===== src/rtl/asp_irq_pkg.sv =====
// Shared constants and types for the ASP interrupt controller.
package asp_irq_pkg;

  // CSR word offsets
  localparam int unsigned CSR_STATUS = 0;
  localparam int unsigned CSR_ENABLE = 1;
  localparam int unsigned CSR_CLEAR  = 2;
  localparam int unsigned CSR_SET    = 3;
  localparam int unsigned CSR_INFO   = 4;

  // Default line assignment on the ASP board
  localparam int unsigned IRQ_DMA_0  = 0;
  localparam int unsigned IRQ_KERNEL = 1;
  localparam int unsigned IRQ_DMA_1  = 2;

  localparam int unsigned DEF_NUM_IRQ  = 4;
  localparam int unsigned DEF_IRQ_USED = 3;

  // Message channel state
  typedef enum logic [0:0] {
    MSG_IDLE = 1'b0,
    MSG_REQ  = 1'b1
  } msg_state_e;

  // Vector index width, never narrower than one bit
  function automatic int unsigned vec_width(input int unsigned n);
    return (n > 1) ? $clog2(n) : 1;
  endfunction

endpackage


===== src/rtl/asp_irq_rr_arb.sv =====
// Combinational round-robin first-set search: lowest request at or above
// the pointer, otherwise the lowest request overall (wrap-around).
module asp_irq_rr_arb
  import asp_irq_pkg::*;
#(
  parameter int unsigned NUM_IRQ = DEF_NUM_IRQ,
  parameter int unsigned VEC_W   = vec_width(NUM_IRQ)
) (
  input  logic [NUM_IRQ-1:0] req_i,
  input  logic [VEC_W-1:0]   ptr_i,
  output logic               valid_o,
  output logic [VEC_W-1:0]   idx_o
);

  logic [NUM_IRQ-1:0] upper_mask;
  logic [NUM_IRQ-1:0] upper_req;
  logic [VEC_W-1:0]   upper_idx;
  logic [VEC_W-1:0]   any_idx;

  // Lines at or above the pointer are searched first
  always_comb begin
    upper_mask = '0;
    for (int i = 0; i < int'(NUM_IRQ); i++) begin
      upper_mask[i] = (VEC_W'(i) >= ptr_i);
    end
  end

  assign upper_req = req_i & upper_mask;

  // Downward scan so the lowest set bit is the last one written
  always_comb begin
    upper_idx = '0;
    any_idx   = '0;
    for (int i = int'(NUM_IRQ) - 1; i >= 0; i--) begin
      if (upper_req[i]) upper_idx = VEC_W'(i);
      if (req_i[i])     any_idx   = VEC_W'(i);
    end
  end

  assign valid_o = |req_i;
  assign idx_o   = (|upper_req) ? upper_idx : any_idx;

endmodule


===== src/rtl/asp_irq_ctrl.sv =====
// Vectored interrupt controller: edge/level lines with sticky pending,
// per-line enable, round-robin message channel and a CSR slave.
module asp_irq_ctrl
  import asp_irq_pkg::*;
#(
  parameter int unsigned          NUM_IRQ    = DEF_NUM_IRQ,
  parameter int unsigned          IRQ_USED   = DEF_IRQ_USED,
  parameter logic [NUM_IRQ-1:0]   EDGE_MODE  = '0,
  parameter int unsigned          CSR_DATA_W = 64,
  parameter int unsigned          CSR_ADDR_W = 3,
  parameter int unsigned          VEC_W      = vec_width(NUM_IRQ)
) (
  input  logic                  clk,
  input  logic                  reset_n,
  input  logic [NUM_IRQ-1:0]    irq_in,
  input  logic [CSR_ADDR_W-1:0] csr_address,
  input  logic                  csr_write,
  input  logic [CSR_DATA_W-1:0] csr_writedata,
  input  logic                  csr_read,
  output logic [CSR_DATA_W-1:0] csr_readdata,
  output logic                  csr_readdatavalid,
  output logic                  csr_waitrequest,
  output logic                  irq_req,
  output logic [VEC_W-1:0]      irq_vec,
  input  logic                  irq_ack,
  output logic                  irq_any
);

  localparam logic [NUM_IRQ-1:0] USED_MASK =
    NUM_IRQ'((64'(1) << IRQ_USED) - 64'(1));
  localparam logic [CSR_DATA_W-1:0] INFO_WORD =
    CSR_DATA_W'({32'(EDGE_MODE), 8'(IRQ_USED), 8'(NUM_IRQ)});

  localparam logic [CSR_ADDR_W-1:0] A_STATUS = CSR_ADDR_W'(CSR_STATUS);
  localparam logic [CSR_ADDR_W-1:0] A_ENABLE = CSR_ADDR_W'(CSR_ENABLE);
  localparam logic [CSR_ADDR_W-1:0] A_CLEAR  = CSR_ADDR_W'(CSR_CLEAR);
  localparam logic [CSR_ADDR_W-1:0] A_SET    = CSR_ADDR_W'(CSR_SET);
  localparam logic [CSR_ADDR_W-1:0] A_INFO   = CSR_ADDR_W'(CSR_INFO);

  logic [NUM_IRQ-1:0]    irq_q;
  logic [NUM_IRQ-1:0]    pending_q, pending_d;
  logic [NUM_IRQ-1:0]    enable_q, enable_d;
  logic [NUM_IRQ-1:0]    sent_q, sent_d;
  msg_state_e            state_q, state_d;
  logic                  req_q, req_d;
  logic [VEC_W-1:0]      vec_q, vec_d;
  logic [VEC_W-1:0]      rr_ptr_q, rr_ptr_d;
  logic                  any_q;
  logic [CSR_DATA_W-1:0] rdata_q, rdata_d;
  logic                  rvalid_q;

  logic [NUM_IRQ-1:0]    wdata_lines;
  logic [NUM_IRQ-1:0]    hw_set;
  logic [NUM_IRQ-1:0]    set_mask;
  logic [NUM_IRQ-1:0]    clr_mask;
  logic [NUM_IRQ-1:0]    ack_mask;
  logic [NUM_IRQ-1:0]    elig;
  logic                  ack_fire;
  logic                  arb_valid;
  logic [VEC_W-1:0]      arb_idx;
  logic                  unused_wdata;

  assign wdata_lines  = csr_writedata[NUM_IRQ-1:0];
  assign unused_wdata = ^csr_writedata[CSR_DATA_W-1:NUM_IRQ];

  // Hardware trigger: rising edge or level per line, unused lines masked
  assign hw_set   = USED_MASK & ((EDGE_MODE & irq_in & ~irq_q) | (~EDGE_MODE & irq_in));
  assign set_mask = (csr_write && (csr_address == A_SET))   ? wdata_lines : '0;
  assign clr_mask = (csr_write && (csr_address == A_CLEAR)) ? wdata_lines : '0;
  assign ack_mask = ack_fire ? (NUM_IRQ'(1) << vec_q) : '0;

  // Pending/enable/sent next state; sets win over clears, sent follows pending
  always_comb begin
    pending_d = USED_MASK & ((pending_q & ~clr_mask) | hw_set | set_mask);
    enable_d  = enable_q;
    if (csr_write && (csr_address == A_ENABLE)) begin
      enable_d = USED_MASK & wdata_lines;
    end
    sent_d = USED_MASK & (sent_q | ack_mask) & pending_d;
  end

  assign elig = pending_q & enable_q & ~sent_q;

  asp_irq_rr_arb #(
    .NUM_IRQ (NUM_IRQ),
    .VEC_W   (VEC_W)
  ) u_arb (
    .req_i   (elig),
    .ptr_i   (rr_ptr_q),
    .valid_o (arb_valid),
    .idx_o   (arb_idx)
  );

  // Message FSM: pick a line in IDLE, hold request until acknowledged
  always_comb begin
    state_d  = state_q;
    req_d    = req_q;
    vec_d    = vec_q;
    rr_ptr_d = rr_ptr_q;
    ack_fire = 1'b0;
    case (state_q)
      MSG_IDLE: begin
        if (arb_valid) begin
          state_d = MSG_REQ;
          req_d   = 1'b1;
          vec_d   = arb_idx;
        end
      end
      MSG_REQ: begin
        if (irq_ack) begin
          ack_fire = 1'b1;
          state_d  = MSG_IDLE;
          req_d    = 1'b0;
          rr_ptr_d = (32'(vec_q) + 32'd1 >= IRQ_USED) ? '0 : vec_q + VEC_W'(1);
        end
      end
      default: begin
        state_d = MSG_IDLE;
        req_d   = 1'b0;
      end
    endcase
  end

  // CSR read mux; value is taken before any same-cycle write lands
  always_comb begin
    rdata_d = '0;
    if (csr_read) begin
      case (csr_address)
        A_STATUS: rdata_d = CSR_DATA_W'(pending_q);
        A_ENABLE: rdata_d = CSR_DATA_W'(enable_q);
        A_INFO:   rdata_d = INFO_WORD;
        default:  rdata_d = '0;
      endcase
    end
  end

  // State registers
  always_ff @(posedge clk or negedge reset_n) begin
    if (!reset_n) begin
      irq_q     <= '0;
      pending_q <= '0;
      enable_q  <= '0;
      sent_q    <= '0;
      state_q   <= MSG_IDLE;
      req_q     <= 1'b0;
      vec_q     <= '0;
      rr_ptr_q  <= '0;
      any_q     <= 1'b0;
      rdata_q   <= '0;
      rvalid_q  <= 1'b0;
    end else begin
      irq_q     <= irq_in;
      pending_q <= pending_d;
      enable_q  <= enable_d;
      sent_q    <= sent_d;
      state_q   <= state_d;
      req_q     <= req_d;
      vec_q     <= vec_d;
      rr_ptr_q  <= rr_ptr_d;
      any_q     <= |(pending_q & enable_q);
      rdata_q   <= rdata_d;
      rvalid_q  <= csr_read;
    end
  end

  assign csr_readdata      = rdata_q;
  assign csr_readdatavalid = rvalid_q;
  assign csr_waitrequest   = 1'b0;
  assign irq_req           = req_q;
  assign irq_vec           = vec_q;
  assign irq_any           = any_q;

endmodule


===== config.mk =====
export PLATFORM = sky130hd
export DESIGN_NAME = asp_irq_ctrl
export DESIGN_NICKNAME = d
export VERILOG_FILES = /design/src/rtl/asp_irq_pkg.sv /design/src/rtl/asp_irq_rr_arb.sv /design/src/rtl/asp_irq_ctrl.sv
export SDC_FILE = /design/constraint.sdc
export NUM_CORES = 1
export LEC_CHECK = 0
export BUFFER_PORTS_ARGS = -buffer_cell sky130_fd_sc_hd__buf_2
export CORE_ASPECT_RATIO = 1.75
export CORE_UTILIZATION = 30
export CTS_BUF_LIST = sky130_fd_sc_hd__clkbuf_8
export CTS_CLUSTER_DIAMETER = 200
export CTS_CLUSTER_SIZE = 16
export DETAILED_ROUTE_END_ITERATION = 6
export PLACE_DENSITY = 0.76
export SLEW_MARGIN = 20
export SYNTH_ARGS = -nofsm -noshare
export SYNTH_HDL_FRONTEND = slang
export SYNTH_SLANG_ARGS = --single-unit
export TNS_END_PERCENT = 1

===== constraint.sdc =====
create_clock -name clk -period 1.42 [get_ports clk]
set_clock_uncertainty 0.1 [all_clocks]
set_input_delay 0.071 -clock clk [delete_from_list [all_inputs] [get_ports clk]]
set_output_delay 0.071 -clock clk [all_outputs]
set_load 0.02 [all_outputs]

==> impl_results.md <==
- Setup violations, final: 0
- Cell family with most CP delay: buffers and inverters
- Crit path capture: enable_q[1]
- Post-synth top flop: dfrtp_1
- Layout cells sized above 1: 20.47%
- Worst EP required: 1.47 ns
- Synth Area in Adders: 0%
- Largest net degree at the start of global routing: 22
- Worst vdd ir: 0.0004926 V
- Num ports: 146
- Detailed-route DRC error count: 0
- Seq cells post-synth: 21
- Simple-gate share of the synthesized area: 12.22%
- Power per cell area: 1375 nW/µm²
- Max_cap viols: 0
- DRT Wirelength: 2173 µm
- Die Ht: 92.13 µm
- Clock Tree Buf Depth: 2
- Worst slack, placed: 0.08752 ns
- Synthesized area: 1393 µm²
- Via count: 910
- Worst path cell trace: dlygate4sd3_1 -> buf_2 -> and4bb_4 -> mux2_4
- CTS sink count: 21
- TritonCTS clock tree: built
- Flop2flop setup slack: 0.10 ns
- Worst-Skew Late Latency: 0.26 ns
- Most common library cells after synthesis: buf_4 (61), dfrtp_1 (21), nor2_1 (7)
- Mux contribution to synthesized area: 6.828%
- Rows: 32
- Core area: 4444 µm²
- Design area: 1458 µm²
- Vias per Instance: 4.099
- Final min period: 1.400 ns
- Seq/Total Area, Yosys: 37.74%
- Slowest cell on the critical path: dlygate4sd3_1
- Placed inst area: 1345 µm²
- Die Width: 53.50 µm
- Crit Path Max Fanout: 9
- DP Cell Count: 212
- CP Launch Type: input port
- Synth top area share: 37.74%
- Worst min path class: in2reg
- Starting Density: 31.33%
- Worst setup margin: 0.02044 ns
- Data arrival, critical path: 1.45 ns
- Setup_tns: 0 ns
- Cell taking the most area after synthesis: dfrtp_1
- Area contributors post-synth: dfrtp_1 (38%), buf_4 (33%), mux2i_1 (3.6%), mux2_4 (3.2%), o21a_1 (2.7%)
- Synth warn: 0
- Xor/xnor cell area share of the yosys netlist: 0.6289%
- CP max stage delay: 0.53 ns
- # port buffers: 23
- Routed Antenna Nets: 0
- Fin. Hold Viols: 0
- Finished Layout Cells: 222
- Bufs and invs on worst path: 2
- CP startpoint: csr_address[2]
- Number of global-route vias before repair: 772
- Cells after Synth: 139
- First-pass DRT Iterations: 4
- Stages on the worst setup path: 4
- Cell with the most instances after synthesis: buf_4
- Total Routing Usage GR: 9.505%
- FFs w/ async S/R, synth: 100.0%
- RSZ-0062 raised after global routing: false
- HPWL after detailed placement: 1664 µm
- Final #Nets: 248
- Tcrit/Tclk final: 98.56%
- Remaining Overflow, GRT: 0
- Post-synthesis compound-gate area fraction: 7.996%
- Largest family of logic cells by synthesized area: buffers and inverters
- # diodes: 0
- Gpl congestion: 0.7373
- Setup repair bufs after CTS: 0
- Final Max Slew Viols: 0
- R2R Path Start: sent_q[0]
- Initial DRC Count: 15
- Fillcell total: 454
- CTS clk-pin slew, worst paths: 0.08 ns
- Kind of critical path: in2reg
- RR Endpoint: irq_vec[1]
- Die ar.: 4929 µm²
- Status: completed
- Layout area overhead: 4.672%
- H-tree depth: 1
- Utilization after layout: 32.80%
- Pleak: 0.7651 nW
- Wire per inst: 9.788 µm
- Achievable frequency: 714.5 MHz
- Cell variety after synth: 27
- Power Total: 2.004 mW
- R2R depth: 3
- CTS buffer count: 3
- Post-synth EDFFs: 0
- First-pass GRT wire length: 3374 µm
- Critical Path End Type: flop
- Initial antenna violation count: 0
- Clock Root Buffer: clkbuf_8
- Synthesized area per cell: 10.02 µm²
- Worst hold margin: 0.01867 ns
## worst min path at each step
stage | start | end | slack, ns | cells past startpoint
floorplan | reset_n | csr_readdata[0] | -0.32 | 0
global placement | reset_n | enable_q[1] | -0.06 | 1
detailed placement | reset_n | csr_readdata[8] | -0.05 | 1
CTS | irq_in[0] | pending_q[0] | 0.02 | 3
global route | irq_in[2] | pending_q[2] | 0.03 | 3
finish | irq_in[0] | pending_q[0] | 0.02 | 3
## cell families (layout without fill, tap and decap cells)
| kind of cell | count (synthesis) | after routing |
|---|---|---|
| and+or+nand+nor | 27 | 27 |
| buffers and inverters | 66 | 39 |
| other | 1 | 60 |
| muxes | 8 | 8 |
| xor gates and xnor gates | 1 | 1 |
| AOI/OAI and AO/OA | 15 | 15 |
| DFF | 21 | 21 |
## sequential cells by signal (all words and copies together), names as in the netlist
name	count
irq_req	1
irq_vec	2
csr_readdatavalid	1
rr_ptr_q	2
csr_readdata	4
irq_any	1
enable_q	3
state_q	1
sent_q	3
pending_q	3
## per-layer routing
metal  global-route usage, %  up-vias  routed length [µm]
met5                       0        -                   0
met4                   5.263        0                  35
met3                   4.643        4                 258
met2                   15.63       70                1142
met1                   9.231      426                 737
li1                        -      410                   -
## worst reg2reg max path, stage by stage, from the launching register on
cell and delay [ns]:
dfrtp_1 0.38, nand3b_1 0.28, a31oi_2 0.31, o32ai_1 0.13
## cell type report
type                            count  area [µm²]  area share, %
Clock inverter                      1       5.005         0.3433
Clock buffer                        3       41.29          2.833
Inverter                            4       15.01          1.030
Sequential cell                    21       525.5          36.05
Timing Repair Buffer               31       190.2          13.05
Tap cell                           51       63.81          4.378
Multi-Input combinational cell    111       616.8          42.32
## report_power, final
part | switching, mW | internal (mW)
Clock | 0.196 | 0.195
Combinational | 0.435 | 0.288
Sequential | 0.135 | 0.755
Total | 0.766 | 1.24
## placed cells by master (no fill, tap or decap)
| cell type | count |
|---|---|
| a211oi_1 | 1 |
| a21o_1 | 2 |
| a21oi_1 | 1 |
| a222oi_1 | 1 |
| a31oi_2 | 1 |
| and4bb_4 | 1 |
| buf_2 | 23 |
| buf_4 | 2 |
| clkbuf_8 | 3 |
| clkinv_2 | 1 |
| conb_1 | 60 |
| dfrtp_1 | 21 |
| dlygate4sd3_1 | 6 |
| inv_1 | 4 |
| mux2_4 | 3 |
| mux2i_1 | 5 |
| nand2_1 | 1 |
| nand2b_1 | 2 |
| nand3_1 | 1 |
| nand3b_1 | 3 |
| nand4b_1 | 4 |
| nor2_1 | 7 |
| nor2b_1 | 1 |
| nor3_1 | 6 |
| nor3b_2 | 1 |
| o2111ai_1 | 1 |
| o21a_1 | 5 |
| o22ai_1 | 2 |
| o32ai_1 | 1 |
| xor2_1 | 1 |
## what timing repair did
action | 4_1_cts | 5_1_grt
setup endpoints to repair | 0 | 2
resized for setup | 0 | 1
endpoints found under the hold margin | 27 | 0
hold buffers | 6 | 0
(Power assumes the default switching activity.)
